===== src/rtl/seg7_pkg.sv =====
// Shared constants, state encoding and helpers for the 4-digit 7-segment scan controller.
package seg7_pkg;

  localparam logic [3:0] BLANK_CODE = 4'hF;

  // Segment patterns, abc_defg, active low
  localparam logic [6:0] SEG_0     = 7'b000_0001;
  localparam logic [6:0] SEG_1     = 7'b100_1111;
  localparam logic [6:0] SEG_2     = 7'b001_0010;
  localparam logic [6:0] SEG_3     = 7'b000_0110;
  localparam logic [6:0] SEG_4     = 7'b100_1100;
  localparam logic [6:0] SEG_5     = 7'b010_0100;
  localparam logic [6:0] SEG_6     = 7'b010_0000;
  localparam logic [6:0] SEG_7     = 7'b000_1111;
  localparam logic [6:0] SEG_8     = 7'b000_0000;
  localparam logic [6:0] SEG_9     = 7'b000_0100;
  localparam logic [6:0] SEG_BLANK = 7'b111_1111;

  typedef enum logic [1:0] {
    ST_IDLE   = 2'd0,
    ST_CONV   = 2'd1,
    ST_COMMIT = 2'd2
  } conv_state_t;

  function automatic logic [6:0] seg_code(input logic [3:0] digit);
    case (digit)
      4'd0:    seg_code = SEG_0;
      4'd1:    seg_code = SEG_1;
      4'd2:    seg_code = SEG_2;
      4'd3:    seg_code = SEG_3;
      4'd4:    seg_code = SEG_4;
      4'd5:    seg_code = SEG_5;
      4'd6:    seg_code = SEG_6;
      4'd7:    seg_code = SEG_7;
      4'd8:    seg_code = SEG_8;
      4'd9:    seg_code = SEG_9;
      default: seg_code = SEG_BLANK;
    endcase
  endfunction

  // Add 3 to every BCD nibble >= 5 ahead of the shift
  function automatic logic [19:0] bcd_adjust(input logic [19:0] bcd);
    logic [19:0] res;
    res = bcd;
    for (int i = 0; i < 5; i++) begin
      if (res[i*4 +: 4] >= 4'd5) res[i*4 +: 4] = res[i*4 +: 4] + 4'd3;
    end
    return res;
  endfunction

endpackage


===== src/rtl/bin2bcd_seq.sv =====
// Sequential shift-add-3 converter: captures Value on Load, produces four display
// digits (with optional leading-zero blanking) and an overflow flag after 17 busy cycles.
module bin2bcd_seq
  import seg7_pkg::*;
#(
  parameter bit LZB = 1'b1
) (
  input  logic             Clk,
  input  logic             Reset,
  input  logic [15:0]      Value,
  input  logic             Load,
  output logic             Busy,
  output logic             Ovf,
  output logic [3:0][3:0]  digits
);

  conv_state_t state_q, state_d;
  logic [15:0]     bin_q;
  logic [19:0]     bcd_q;
  logic [3:0]      cnt_q;
  logic [35:0]     shifted;
  logic [3:0][3:0] commit_digits;

  assign shifted = {bcd_adjust(bcd_q), bin_q} << 1;
  assign Busy    = (state_q != ST_IDLE);

  always_ff @(posedge Clk or posedge Reset) begin
    if (Reset) state_q <= ST_IDLE;
    else       state_q <= state_d;
  end

  always_comb begin
    state_d = state_q;
    case (state_q)
      ST_IDLE:   if (Load) state_d = ST_CONV;
      ST_CONV:   if (cnt_q == 4'd15) state_d = ST_COMMIT;
      ST_COMMIT: state_d = ST_IDLE;
      default:   state_d = ST_IDLE;
    endcase
  end

  // Blank every digit above the most significant nonzero one; digit 0 always shows
  always_comb begin
    commit_digits = {bcd_q[15:12], bcd_q[11:8], bcd_q[7:4], bcd_q[3:0]};
    if (LZB && bcd_q[15:12] == 4'd0) begin
      commit_digits[3] = BLANK_CODE;
      if (bcd_q[11:8] == 4'd0) begin
        commit_digits[2] = BLANK_CODE;
        if (bcd_q[7:4] == 4'd0) commit_digits[1] = BLANK_CODE;
      end
    end
  end

  always_ff @(posedge Clk or posedge Reset) begin
    if (Reset) begin
      bin_q  <= '0;
      bcd_q  <= '0;
      cnt_q  <= '0;
      Ovf    <= 1'b0;
      digits <= {4{BLANK_CODE}};
    end else begin
      case (state_q)
        ST_IDLE: if (Load) begin
          bin_q <= Value;
          bcd_q <= '0;
          cnt_q <= '0;
        end
        ST_CONV: begin
          bcd_q <= shifted[35:16];
          bin_q <= shifted[15:0];
          cnt_q <= cnt_q + 4'd1;
        end
        ST_COMMIT: begin
          if (bcd_q[19:16] != 4'd0) begin
            Ovf    <= 1'b1;
            digits <= {4{BLANK_CODE}};
          end else begin
            Ovf    <= 1'b0;
            digits <= commit_digits;
          end
        end
        default: ;
      endcase
    end
  end

endmodule


===== src/rtl/seg7_scan_ctrl.sv =====
// 4-digit multiplexed common-anode display driver: converter plus prescaled digit
// scan with registered active-low anode and segment outputs.
module seg7_scan_ctrl
  import seg7_pkg::*;
#(
  parameter int REFRESH_DIV = 50000,
  parameter bit LZB         = 1'b1,
  parameter int DIV_W       = 16
) (
  input  logic        Clk,
  input  logic        Reset,
  input  logic [15:0] Value,
  input  logic        Load,
  output logic        Busy,
  output logic        Ovf,
  output logic [3:0]  An,
  output logic [6:0]  Disp
);

  logic [3:0][3:0]  digits;
  logic [DIV_W-1:0] div_q;
  logic [1:0]       idx_q, idx_d;
  logic             wrap;

  bin2bcd_seq #(.LZB(LZB)) u_conv (
    .Clk    (Clk),
    .Reset  (Reset),
    .Value  (Value),
    .Load   (Load),
    .Busy   (Busy),
    .Ovf    (Ovf),
    .digits (digits)
  );

  assign wrap  = (div_q == DIV_W'(REFRESH_DIV - 1));
  assign idx_d = wrap ? idx_q + 2'd1 : idx_q;

  // Outputs follow the index being entered so An and Disp switch on the wrap edge
  always_ff @(posedge Clk or posedge Reset) begin
    if (Reset) begin
      div_q <= '0;
      idx_q <= '0;
      An    <= 4'b1111;
      Disp  <= SEG_BLANK;
    end else begin
      div_q <= wrap ? '0 : div_q + 1'b1;
      idx_q <= idx_d;
      An    <= ~(4'b0001 << idx_d);
      Disp  <= seg_code(digits[idx_d]);
    end
  end

endmodule

===== config.mk =====
export PLATFORM = sky130hd
export DESIGN_NAME = seg7_scan_ctrl
export DESIGN_NICKNAME = d
export VERILOG_FILES = /design/src/rtl/seg7_pkg.sv /design/src/rtl/bin2bcd_seq.sv /design/src/rtl/seg7_scan_ctrl.sv
export SDC_FILE = /design/constraint.sdc
export NUM_CORES = 1
export LEC_CHECK = 0
export ABC_AREA = 1
export CAP_MARGIN = 40
export CORE_MARGIN = 2
export CORE_UTILIZATION = 40
export CTS_CLUSTER_SIZE = 20
export DETAILED_ROUTE_END_ITERATION = 6
export HOLD_SLACK_MARGIN = 0.1
export PLACE_DENSITY_LB_ADDON = 0.2
export REMOVE_ABC_BUFFERS = 1
export SYNTH_ARGS = -nofsm -noshare
export SYNTH_HDL_FRONTEND = slang
export SYNTH_HIERARCHICAL = 1
export SYNTH_SLANG_ARGS = --single-unit
export TNS_END_PERCENT = 5

===== constraint.sdc =====
create_clock -name Clk -period 2.1 [get_ports Clk]
set_input_delay 0.21 -clock Clk [delete_from_list [all_inputs] [get_ports Clk]]
set_output_delay 0.21 -clock Clk [all_outputs]
set_load 0.01 [all_outputs]

---- Word-level counts from Yosys, hierarchy flattened ----
Memory sizes are Yosys's and may differ from the RTL's. A register that Yosys moved wholly into a read port is not among the register bits.
Index checks and enable logic that the tools add are counted.
operators by class
  add/subtract/negate cells ............... 8
  multipliers ............................. 0
  div/mod/pow operators ................... 0
  magnitude comparators ................... 6
  eq/ne operators ......................... 6
  shifts and indexed selects .............. 1
  mux-type cells .......................... 23
  bitwise logic cells ..................... 1
  reductions and logical operators ........ 9
operators by type and width
  cell                     count
  $mux W16                 3
  $pmux W20 S2             1
  $pmux W16 S2             1
  $mux W4                  7
  $ge A4 B3 Y1 const B     5
  $mux W20                 1
  $add A16 B1 Y16 const B  1
  $add A4 B2 Y4 const B    4
  $eq A16 B16 Y1 const B   1
  $logic_not A4 Y1         3
  $mux W12                 1
  $bmux W4 S2              1
  $mux W8                  1
  $pmux W4 S2              1
  $mux W2                  3
  $add A4 B1 Y4 const B    1
  $eq A4 B4 Y1 const B     1
  $not A4 Y4               1
  $pmux W2 S2              1
  $reduce_and A2 Y1        2
  $reduce_bool A2 Y1       2
  $reduce_bool A4 Y1       1
  $shl A1 B2 Y4 const A    1
  $add A3 B2 Y3 const B    1
  other kinds (9)          9
storage, ports and cells
  bits in registers ....................... 81
  latch bits .............................. 0
  memory bits (writable) .................. 0
  ROM bits ................................ 112
  input bits .............................. 19
  output and inout port bits .............. 13
  word-level logic and storage cells ...... 67
  memories ................................ 1
memories
  memory           depth  bits a word  read ports  clocked after Yosys merged registers in  wr ports  line            RTL
  (no name shown)  16     7            1           1                                        0         seg7_pkg.sv:26  case (digit)

---- Logic depth before layout (Yosys ltp) ----
Gate-level depths: netlist of the first run.
  depth after elaboration ................. 5
  depth in mapped cells ................... 17
  depth with buffers taken out ............ 16

---- By module ----
Netlist of the first run, hierarchy kept.
modules (own cells, without submodules)
  module          instances  cells an instance  area an instance (µm²)  seq. area each (µm²)
  bin2bcd_seq     1          382                3026.7                  1496.4
  seg7_scan_ctrl  1          225                1781.7                  739.5

---- Least setup slack after synthesis of the first run ----
OpenSTA, ideal clock, no wires.
  kind .................................... flip-flop to flip-flop
  start ................................... register div_q[0]
  end ..................................... register Disp[3]
  setup time .............................. 0.083 ns
  arrival ................................. 2.005 ns
  required time ........................... 2.017 ns
  path slack .............................. 0.012 ns
  cell stages (with the launch flop) ...... 15
  buffers on the path ..................... 0
  clock period less this slack ............ 2.088 ns
  path through ............................ dfrtp_1 ha_1 nand3_2 nor2_2 nand2_2 nand2_2 nand2_4 nand3_1 nand2_1 nor2_2 inv_1 ha_1 nand3b_1 nand3_1 nand2_1
between the ends
  longest elaborated chain between the ends .. 4
RTL lines
  what                           line                  RTL
  start: declaration             seg7_scan_ctrl.sv:21  logic [DIV_W-1:0] div_q;
  start signal: assignment       seg7_scan_ctrl.sv:46  div_q <= wrap ? '0 : div_q + 1'b1;
  $eq A16 B16 Y1                 seg7_scan_ctrl.sv:35  assign wrap = (div_q == DIV_W'(REFRESH_DIV - 1));
  $mux W2                        seg7_scan_ctrl.sv:36  assign idx_d = wrap ? idx_q + 2'd1 : idx_q;
  via idx_d[0]                   seg7_scan_ctrl.sv:22  logic [1:0] idx_q, idx_d;
  $bmux W4 S2                    seg7_scan_ctrl.sv:49  Disp <= seg_code(digits[idx_d]);
  $mux W4 (implied by the code)  seg7_scan_ctrl.sv:49
  end: declaration               seg7_scan_ctrl.sv:17  output logic [6:0] Disp
The timed path passes the listed nets, and every way through them passes these cells. The select of a mux whose other input is x is not followed.
A chain may end at the register's enable or synchronous reset.

---- Final worst setup path of the first run ----
  start ................................... register div_q[1]
  end ..................................... register Disp[6]
Same word-level chain as after synthesis.

==> results of run 1 <==
[sequential cells by signal, summed over array words and instances (netlist names)]
| register | flops |
|---|---|
| An | 4 |
| Disp | 7 |
| div_q | 16 |
| idx_q | 2 |
| u_conv/Ovf | 1 |
| u_conv/bcd_q | 20 |
| u_conv/bin_q | 16 |
| u_conv/cnt_q | 4 |
| u_conv/digits | 16 |
| u_conv/state_q | 2 |
[cell usage after synthesis (2+ instances only)]
library cell	number
nor2_2	5
nor2_1	79
inv_1	63
xnor2_1	2
o21ai_0	29
nand4_1	5
nand3_1	58
nand2_2	17
buf_6	4
nand2_1	152
o22ai_1	6
nand3b_1	4
inv_2	6
buf_2	4
xor2_1	2
nor2_4	6
ha_1	19
dfstp_2	27
nand3_2	3
o21ai_1	14
a21oi_1	21
dfrtp_1	61
nor3_1	3
buf_4	3
a31oi_1	2
nand2_4	3
[worst reg2reg max path, cell delays in order, from the launching register on]
cell      delay [ns]
dfrtp_1         0.35
ha_2            0.21
nand3_4         0.11
nor2_4          0.14
nand2_2         0.07
nand2_2         0.09
nand2_4         0.08
nand3b_1        0.11
nand2_2         0.08
nor2_4          0.16
inv_2           0.06
ha_1            0.16
nand3b_1        0.17
nand3_1         0.08
nand2_1         0.05
[layout make-up]
type	count	share of cell area [%]
Clock buffer	12	4.110
Clock inverter	4	1.218
Inverter	70	4.610
Multi-Input combinational cell	437	39.73
Sequential cell	88	38.92
Tap cell	147	3.196
Timing Repair Buffer	51	8.219
[kinds of logic after synthesis]
group | count (synthesis)
AOI/OAI and AO/OA | 79
xor gates and xnor gates | 4
adders and majority gates | 19
buffers and inverters | 82
DFF | 88
and+or+nand+nor | 335
[metrics by stage]
step	total power, mW	setup slack [ns]	setup TNS (ns)	hold slack (ns)	util [%]
4_1_cts	6.258	0.0007092	0	0.2885	47.74
3_5_place_dp	4.541	-0.03540	-0.06722	0.4532	45.12
6_report	6.176	0.1100	0	0.2623	48.51
3_3_place_gp	4.452	0.04327	0	0.4543	45.12
5_1_grt	6.714	-0.06545	-0.2275	0.3246	48.51
2_1_floorplan	3.982	0.01012	0	0.2800	-
[power groups by stage]
stage	clock [mW]	sequential (mW)	combinational (mW)
after floorplan	0	2.41	1.57
after global routing	1.80	2.54	2.37
after detailed placement	0	2.50	2.04
after CTS	1.73	2.47	2.05
final	1.68	2.47	2.03
after global placement	0	2.48	1.97
[routing by layer]
metal | up-vias | share of wire [%] | global-route usage, % | wire length, µm
met5 | - | 0 | 0 | 0
met4 | 0 | 0.75 | 4.634 | 74
met3 | 6 | 3.9 | 5.367 | 388
met2 | 60 | 49 | 29.22 | 4884
met1 | 1853 | 46 | 20.16 | 4574
li1 | 2037 | - | - | -
[final timing paths]
check / start / endpoint / slack, ns / cells after the start
worst max-delay path: div_q[1] / Disp[6] / 0.11 / 14
worst min-delay path: Reset / u_conv/bcd_q[10] / 0.26 / 3
worst max register to register: div_q[1] / Disp[6] / 0.11 / 14
worst min register to register: u_conv/bin_q[0] / u_conv/bin_q[0] / 0.47 / 2
max in group asynchronous: Reset / An[0] / 1.51 / 3
min in group Clk: Value[0] / u_conv/bin_q[0] / 0.42 / 3
[repair_timing]
action	4_1_cts	5_1_grt
pin swaps	0	8
endpoints found under the hold margin	0	0
gates resized for setup	1	24
endpoints found under the setup margin	2	9
buffers inserted	0	3
==> flow_summary_export.csv, run 1 <==
group,metric,value,unit
synthesis,synthTopCellsByArea,"dfrtp_1, dfstp_2, nand2_1",
sta,final.min_clock_period,1.990,ns
sta,period_share,94.76,%
synthesis,yosysTopAreaCellShare,31.75,%
final_layout,multiInputGateArea,2286,µm²
synthesis,syn-instance-count,607,
placement,place_area,5351,µm²
critical_path,crit_arrival,2.26,ns
placement,routabilityCongestion,0.8249,
synthesis,synth-xor-area-share,0.7286,%
die,fp.dieArea,12910,µm²
run,maxCapViolCount,0,
placement,dp_hpwl,6985,µm
clock_tree,root_buffer,"clkbuf_16",
power_and_ir_drop,pwr-share-seq,40.0,%
clock_tree,cts_sinks,88,
drt,drc,0,
critical_path,end_kind,"register",
global_routing,grt_max_degree,60,
synthesis,synth-simple-area-share,31.25,%
synthesis,synth_flop_cell,"dfrtp_1",
critical_path,crit_path_max_incr_delay,0.35,ns
final_layout,drive_gt1_share,18.88,%
die,fp-row-count,40,
power_and_ir_drop,leakage,2.707,nW
power_and_ir_drop,power.internal,3.948,mW
clock_tree,path_clk_slew,0.06,ns
final_layout,n_antenna_cell,0,
final_layout,fin_nets,695,
power_and_ir_drop,pwr_density_cell,1073,nW/µm²
power_and_ir_drop,swShare,36.08,%
drt,vias,3956,
clock_tree,cts_inserted_buffers,9,
clock_tree,cts_tree,"done",
critical_path,worstPathMaxFanout,7,
global_routing,grt_overflow,0,
sta,hold_viol,0,
synthesis,synth_area_leader_cell,"dfrtp_1",
synthesis,synth.cell_area,4808,µm²
sta,rsz0062_at_grt,"true",
placement,portBuffers,31,
clock_tree,htree_levels,3,
drt,final_antenna_net_count,0,
synthesis,yosys-mux-area-fraction,0,%
critical_path,required,2.37,ns
power_and_ir_drop,clock_power_share,27.2,%
power_and_ir_drop,combPwrFrac,32.8,%
worst_hold_path,hp-class,"in -> async",
clock_tree,cts_hold_buf,0,
critical_path,worstSetupPathType,"reg -> reg",
synthesis,synth_compound_area_share,9.160,%
power_and_ir_drop,switching_power,2.228,mW
global_routing,antenna_found_initial,0,
drt,drt-total-wl,9921,µm
final_layout,n_fill_cell,1160,
power_and_ir_drop,ir_drop,0.5682,mV
critical_path,worstPathCellList,"ha_2 > nand3_4 > nor2_4 > nand2_2 > nand2_2 > nand2_4 > nand3b_1 > nand2_2 > nor2_4 > inv_2 > ha_1 > nand3b_1 > nand3_1 > nand2_1",
drt,drt-pass1-iter-count,5,
final_layout,final_cell_mix,"nand2_1, nor2_1, inv_1",
synthesis,synth_edf_count,0,
placement,placed_cells,790,
synthesis,synth_cell_types,35,
critical_path,crit_top_cell,"nand2_2",
clock_tree,clockBufferDepth,2,
die,die_x,113.6,µm
sta,finalSetupViolCount,0,
die,io_pins,32,
drt,drt_iter0_drc,199,
global_routing,grt_pass1_vias,3933,
final_layout,areaGrowthSynthToFinish,19.67,%
synthesis,synth_fa_ha_area_share,4.944,%
drt,wire_per_inst,12.26,µm
outcome,status,"finished, final reports clean",
synthesis,synth_top_family_by_area,"simple AND/OR/NAND/NOR gates",
sta,tightest_slew,0.4195,ns
synthesis,ys_ff_latch,88,
critical_path,critical-path-top-delay-family,"simple AND/OR/NAND/NOR gates",
synthesis,synth_area_per_cell,7.922,µm²
final_layout,final_area,5754,µm²
final_layout,layout_commonest_cell,"nand2_1",
synthesis,yosys_warnings,6,
clock_tree,clock_latency,0.35,ns
critical_path,path_buf_inv,1,
die,core_area,11860,µm²
drt,viasPerCell,4.890,
global_routing,grt_usage,16.82,%
final_layout,layout.cells.non_filler,809,
critical_path,critPathSlowestCell,"dfrtp_1",
sta,skew,0.009822,ns
global_routing,grt_pass1_wl,17530,µm
sta,relSlewSlack,71.94,%
sta,max_freq,0.5025,GHz
die,start_util,40.54,%
sta,slew_viol_final,0,
synthesis,yosysSeqAreaShare,46.50,%
synthesis,async_flop_share,100.0,%
final_layout,ff_latch_area,2240,µm²
critical_path,start_kind,"register",
die,die_h,113.6,µm
Power figures use the tool's default switching activity.
==> run 2: changes to the inputs <==
==> constraint.sdc (replaced) <==
create_clock -name Clk -period 2 [get_ports Clk]
set_input_delay 0.2 -clock Clk [delete_from_list [all_inputs] [get_ports Clk]]
set_output_delay 0.2 -clock Clk [all_outputs]
set_load 0.01 [all_outputs]
==> run 2 against run 1 <==
Against the previous run: core utilization rose by 0.92 points; hold slack worse by 0.060 ns; setup slack got worse by 0.080 ns; highest routed layer unchanged; die area unchanged; largest cell class unchanged; combinational power up 5%; via count rose by 0.81%; sequential power increased by 5%; clock power hardly changed; cell area up 1.9%; routed wire length up 0.76%; critical path type unchanged; power is 3.9% higher; global-route usage is 0.22 points lower.
==> flow_summary_export.csv, run 2 (synthesis gave the netlist of run 1 again) <==
group,metric,value,unit
final_layout,layout_commonest_cell,"nand2_1",
sta,fin_tns_setup,0,ns
clock_tree,clock_latency,0.34,ns
critical_path,crit_top_cell,"nand2_2",
drt,wire_per_inst,12.19,µm
clock_tree,cts_hold_buf,0,
critical_path,start_kind,"register",
global_routing,grt_pass1_vias,3817,
sta,finalSetupViolCount,0,
critical_path,cp-startpoint,"div_q[1]",
final_layout,top_register,"u_conv/bcd_q",
final_layout,areaGrowthSynthToFinish,21.94,%
global_routing,antenna_found_initial,0,
final_layout,largest_reg_flops,20,
critical_path,timing.rr.end,"Disp[3]",
die,core_area,11860,µm²
sta,slew_viol_final,0,
sta,hold_viol,0,
sta,skew,0.007510,ns
die,start_util,40.54,%
die,io_pins,32,
drt,drc,0,
clock_tree,cts_inserted_buffers,9,
global_routing,grt_max_degree,43,
critical_path,crit_arrival,2.24,ns
final_layout,drive_gt1_share,20.06,%
critical_path,r2r_slack,0.03,ns
critical_path,worstSetupPathType,"reg -> reg",
die,fp.dieArea,12910,µm²
drt,vias,3988,
clock_tree,cts_sinks,88,
critical_path,required,2.27,ns
global_routing,grt_pass1_wl,17350,µm
die,die_x,113.6,µm
clock_tree,root_buffer,"clkbuf_16",
critical_path,crit_path_max_incr_delay,0.39,ns
final_layout,n_fill_cell,1182,
final_layout,n_antenna_cell,0,
drt,viasPerCell,4.863,
critical_path,worstPathCellList,"ha_4 > nand3_4 > nor2_4 > nand2_2 > nand2_2 > nand2_4 > nand3b_1 > nand2_2 > nor2_4 > inv_2 > ha_4 > nand3b_1 > nand3_1 > nand2_1",
worst_hold_path,hp-class,"in -> async",
critical_path,rr_startpoint,"div_q[1]",
sta,hold_ws,0.2020,ns
sta,max_freq,0.5077,GHz
critical_path,reg2reg_depth,14,
global_routing,grt_overflow,0,
drt,drt-pass1-iter-count,6,
clock_tree,path_clk_slew,0.06,ns
power_and_ir_drop,leakage,2.766,nW
placement,dp_hpwl,7144,µm
final_layout,fin_util,49.43,%
sta,rsz0062_at_grt,"true",
sta,tightest_slew,0.4369,ns
sta,relSlewSlack,70.77,%
drt,drt-total-wl,9996,µm
critical_path,worstPathMaxFanout,8,
power_and_ir_drop,ir_drop,0.6365,mV
critical_path,critPathSlowestCell,"dfrtp_1",
outcome,status,"finished, final reports clean",
clock_tree,clockBufferDepth,2,
placement,portBuffers,31,
die,fp-row-count,40,
final_layout,fin_nets,706,
critical_path,end_kind,"register",
drt,drt_iter0_drc,210,
power_and_ir_drop,pwr_density_cell,1094,nW/µm²
final_layout,final_cell_mix,"nand2_1, nor2_1, dfrtp_1",
clock_tree,htree_levels,3,
run,maxCapViolCount,0,
placement,routabilityCongestion,0.8260,
drt,final_antenna_net_count,0,
global_routing,grt_usage,16.60,%
sta,period_share,98.49,%
sta,final.min_clock_period,1.970,ns
clock_tree,cts_tree,"done",
die,die_h,113.6,µm
-- run 2: changes by cell type in the layout (fill, tap and decap cells not counted), sizes merged --
cell    before  now
bufinv       2    1
clkbuf      12   13
buf         20   31
-- run 2: worst max path at each step --
stage | cells past startpoint | slack [ns] | endpoint
2_1_floorplan | 14 | -0.09 | Disp[3]
3_3_place_gp | 14 | 0.0004 | Disp[6]
3_5_place_dp | 14 | -0.09 | Disp[6]
4_1_cts | 14 | 0.002 | Disp[6]
5_1_grt | 14 | -0.15 | Disp[3]
6_report | 14 | 0.03 | Disp[3]
-- run 2: timing repair --
| item | 4_1_cts | 5_1_grt |
|---|---|---|
| setup endpoints to repair | 5 | 10 |
| setup buffers | 1 | 5 |
| resized for setup | 13 | 15 |
| pin swaps | 6 | 14 |
-- run 2: stage by stage --
stage	instances	worst slack (ns)	area, µm²	total power [mW]
after global routing	820	-0.1491	5863	6.976
after CTS	815	0.001651	5767	6.485
after floorplan	595	-0.08988	4717	4.181
after global placement	798	0.0003528	5411	4.670
after detailed placement	798	-0.09270	5411	4.751
final	820	0.03020	5863	6.416
-- run 2: area by class of cell --
class                           count  area (µm²)  share of cell area (%)
Clock inverter                      3       40.04                  0.6829
Multi-Input combinational cell    437        2318                   39.54
Timing Repair Buffer               62       559.3                   9.539
Inverter                           70       265.3                   4.524
Tap cell                          147       183.9                   3.137
Sequential cell                    88        2236                   38.13
Clock buffer                       13       260.3                   4.439
-- run 2: power by group --
part	leakage [nW]	switching, mW	total (mW)	internal [mW]
combinational	1.58	1.33	2.13	0.799
sequential	1.04	0.336	2.59	2.25
clock	0.150	0.662	1.69	1.03
total	2.77	2.33	6.42	4.09
-- run 2: critical path: cells and delay by family (launching register included) --
family        cells  cell delay (ns)
buf+inv           1             0.07
flops             1             0.39
fa+ha+maj         2             0.31
simple gates     11             1.11
-- run 2: routing by layer --
metal / global-route usage, % / wire (µm) / up-vias
met1: 20.19 / 4522 / 1855
met3: 4.251 / 348 / 17
met5: 0 / 0 / -
met2: 28.78 / 4937 / 57
met4: 5.610 / 188 / 0
li1: - / - / 2059
==> run 3: changes to the inputs <==
--- a/config.mk
+++ b/config.mk
@@ -13,7 +13,6 @@
 export DETAILED_ROUTE_END_ITERATION = 6
 export HOLD_SLACK_MARGIN = 0.1
 export PLACE_DENSITY_LB_ADDON = 0.2
-export REMOVE_ABC_BUFFERS = 1
 export SYNTH_ARGS = -nofsm -noshare
 export SYNTH_HDL_FRONTEND = slang
 export SYNTH_HIERARCHICAL = 1
==> run 3 against run 2 <==
Against the previous run: cell area is 0.83% higher; die area stayed put; power is 6.4% higher; flip-flop and latch count stayed put; final cell count is 0.37% lower; critical endpoint unchanged; highest routed layer unchanged.
==> flow_summary_export.csv, run 3 (synthesis gave the netlist of run 1 again) <==
group,metric,value,unit
critical_path,crit_arrival,2.26,ns
critical_path,worstPathMaxFanout,7,
drt,drt-pass1-iter-count,5,
critical_path,critPathSlowestCell,"dfrtp_1",
placement,routabilityCongestion,0.8410,
drt,drc,0,
final_layout,n_fill_cell,1115,
sta,tightest_slew,0.4005,ns
sta,hold_ws,0.4278,ns
final_layout,layout_commonest_cell,"nand2_1",
die,start_util,40.54,%
die,die_h,113.6,µm
clock_tree,path_clk_slew,0.06,ns
power_and_ir_drop,leakage,2.782,nW
clock_tree,htree_levels,3,
final_layout,fin_nets,703,
final_layout,areaGrowthSynthToFinish,22.95,%
global_routing,grt_overflow,0,
sta,period_share,99.74,%
global_routing,grt_max_degree,60,
final_layout,drive_gt1_share,19.55,%
die,io_pins,32,
sta,relSlewSlack,73.30,%
critical_path,critical-path-top-delay-family,"simple AND/OR/NAND/NOR gates",
power_and_ir_drop,pwr_density_cell,1155,nW/µm²
global_routing,antenna_found_initial,0,
sta,max_freq,0.5013,GHz
clock_tree,cts_tree,"done",
critical_path,path_buf_inv,1,
worst_hold_path,hp-class,"in -> reg",
die,fp.dieArea,12910,µm²
final_layout,n_antenna_cell,0,
critical_path,crit_top_cell,"nand2_2",
placement,portBuffers,31,
placement,place_ws,-0.04959,ns
sta,hold_viol,0,
sta,final.min_clock_period,1.995,ns
drt,viasPerCell,4.976,
power_and_ir_drop,ir_drop,0.7713,mV
synthesis,syn_nets,645,
global_routing,grt_usage,16.60,%
critical_path,required,2.27,ns
critical_path,crit_path_max_incr_delay,0.40,ns
die,core_area,11860,µm²
sta,slew_viol_final,0,
clock_tree,cts_sinks,88,
clock_tree,clockBufferDepth,2,
final_layout,top_register,"u_conv/bcd_q",
clock_tree,cts_inserted_buffers,9,
run,maxCapViolCount,0,
worst_hold_path,worstHoldStart,"Value[0]",
final_layout,largest_reg_flops,20,
sta,rsz0062_at_grt,"true",
outcome,status,"finished, final reports clean",
clock_tree,root_buffer,"clkbuf_16",
critical_path,cp-startpoint,"div_q[1]",
sta,skew,0.006645,ns
final_layout,final_cell_mix,"nand2_1, nor2_1, dfrtp_1",
sta,finalSetupViolCount,0,
critical_path,worstSetupPathType,"reg -> reg",
drt,drt_iter0_drc,219,
placement,dp_hpwl,7069,µm
drt,drt-total-wl,9999,µm
drt,vias,4065,
global_routing,grt_pass1_vias,3988,
drt,final_antenna_net_count,0,
critical_path,start_kind,"register",
die,fp-row-count,40,
global_routing,grt_pass1_wl,17460,µm
critical_path,worstPathCellList,"ha_4 > nand3_4 > nor2_4 > nand2_2 > nand2_2 > nand2_4 > nand3b_1 > nand2_2 > nor2_4 > ha_1 > inv_1 > nand2_1 > nand3_1 > nand2_1",
clock_tree,clock_latency,0.34,ns
die,die_x,113.6,µm
critical_path,rr_startpoint,"div_q[1]",
sta,post-route-worst-setup-slack,0.005203,ns
drt,wire_per_inst,12.24,µm
critical_path,end_kind,"register",
[run 3: cell count changes in the layout (fill, tap and decap cells not counted), moves of 2 or more]
cell / change
bufinv_16: +3
nor2_2: -2
nor2_1: +2
clkinv_2: -2
buf_4: -4
clkbuf_1: -2
[run 3: final timing paths]
check / end / slack [ns] / cells after the start
hold / removal: u_conv/bin_q[0] / 0.43 / 3
hold reg to reg: u_conv/bin_q[0] / 0.47 / 2
setup / recovery: Disp[3] / 0.005 / 14
setup reg to reg: Disp[3] / 0.005 / 14
max in group asynchronous: Disp[5] / 0.73 / 4
min in group asynchronous: div_q[11] / 0.66 / 3
[run 3: worst register-to-register path, delay by kind of cell, from the launching register on]
kind                       cells  cell delay, ns
DFF                            1            0.40
buffers and inverters          1            0.08
adders and majority gates      2            0.42
and+or+nand+nor               11            1.03
[run 3: cell type report]
| type | count | area [µm²] | share of cell area [%] |
|---|---|---|---|
| repair buffers | 59 | 539.3 | 9.122 |
| inverters | 70 | 265.3 | 4.487 |
| multi-input cells | 437 | 2311 | 39.09 |
| flip-flops and latches | 88 | 2236 | 37.82 |
| well taps | 147 | 183.9 | 3.111 |
| clock inverters | 6 | 137.6 | 2.328 |
| clock buffers | 10 | 239.0 | 4.042 |
[run 3: metrics by stage]
| stage | cells | instance area (µm²) | total power, mW | TNS, ns | util (%) |
|---|---|---|---|---|---|
| after detailed placement | 793 | 5406 | 4.758 | -0.09577 | 45.58 |
| after CTS | 812 | 5821 | 6.884 | 0 | 49.07 |
| final | 817 | 5912 | 6.826 | 0 | 49.84 |
| after global routing | 817 | 5912 | 7.391 | -0.8732 | 49.84 |
| after floorplan | 607 | 4841 | 4.243 | 0 | - |
| after global placement | 793 | 5406 | 4.680 | 0 | 45.58 |
[run 3: repair_timing]
item | 4_1_cts | 5_1_grt
buffers inserted | 2 | 5
pin swaps | 5 | 14
hold buffers | 1 | 0
hold endpoints to repair | 4 | 0
gates resized for setup | 3 | 16
setup endpoints to repair | 3 | 10
[run 3: power by group]
| group | total, mW | internal [mW] | switching, mW |
|---|---|---|---|
| clock network | 2.10 | 1.39 | 0.710 |
| logic | 2.14 | 0.798 | 1.34 |
| registers | 2.59 | 2.25 | 0.333 |
[run 3: layer usage]
| layer | up-vias | global-route usage (%) | wire length [µm] |
|---|---|---|---|
| li1 | 2057 | - | - |
| met1 | 1916 | 20.50 | 4625 |
| met2 | 76 | 28.18 | 4845 |
| met3 | 16 | 4.198 | 358 |
| met4 | 0 | 6.179 | 169 |
| met5 | - | 0 | 0 |
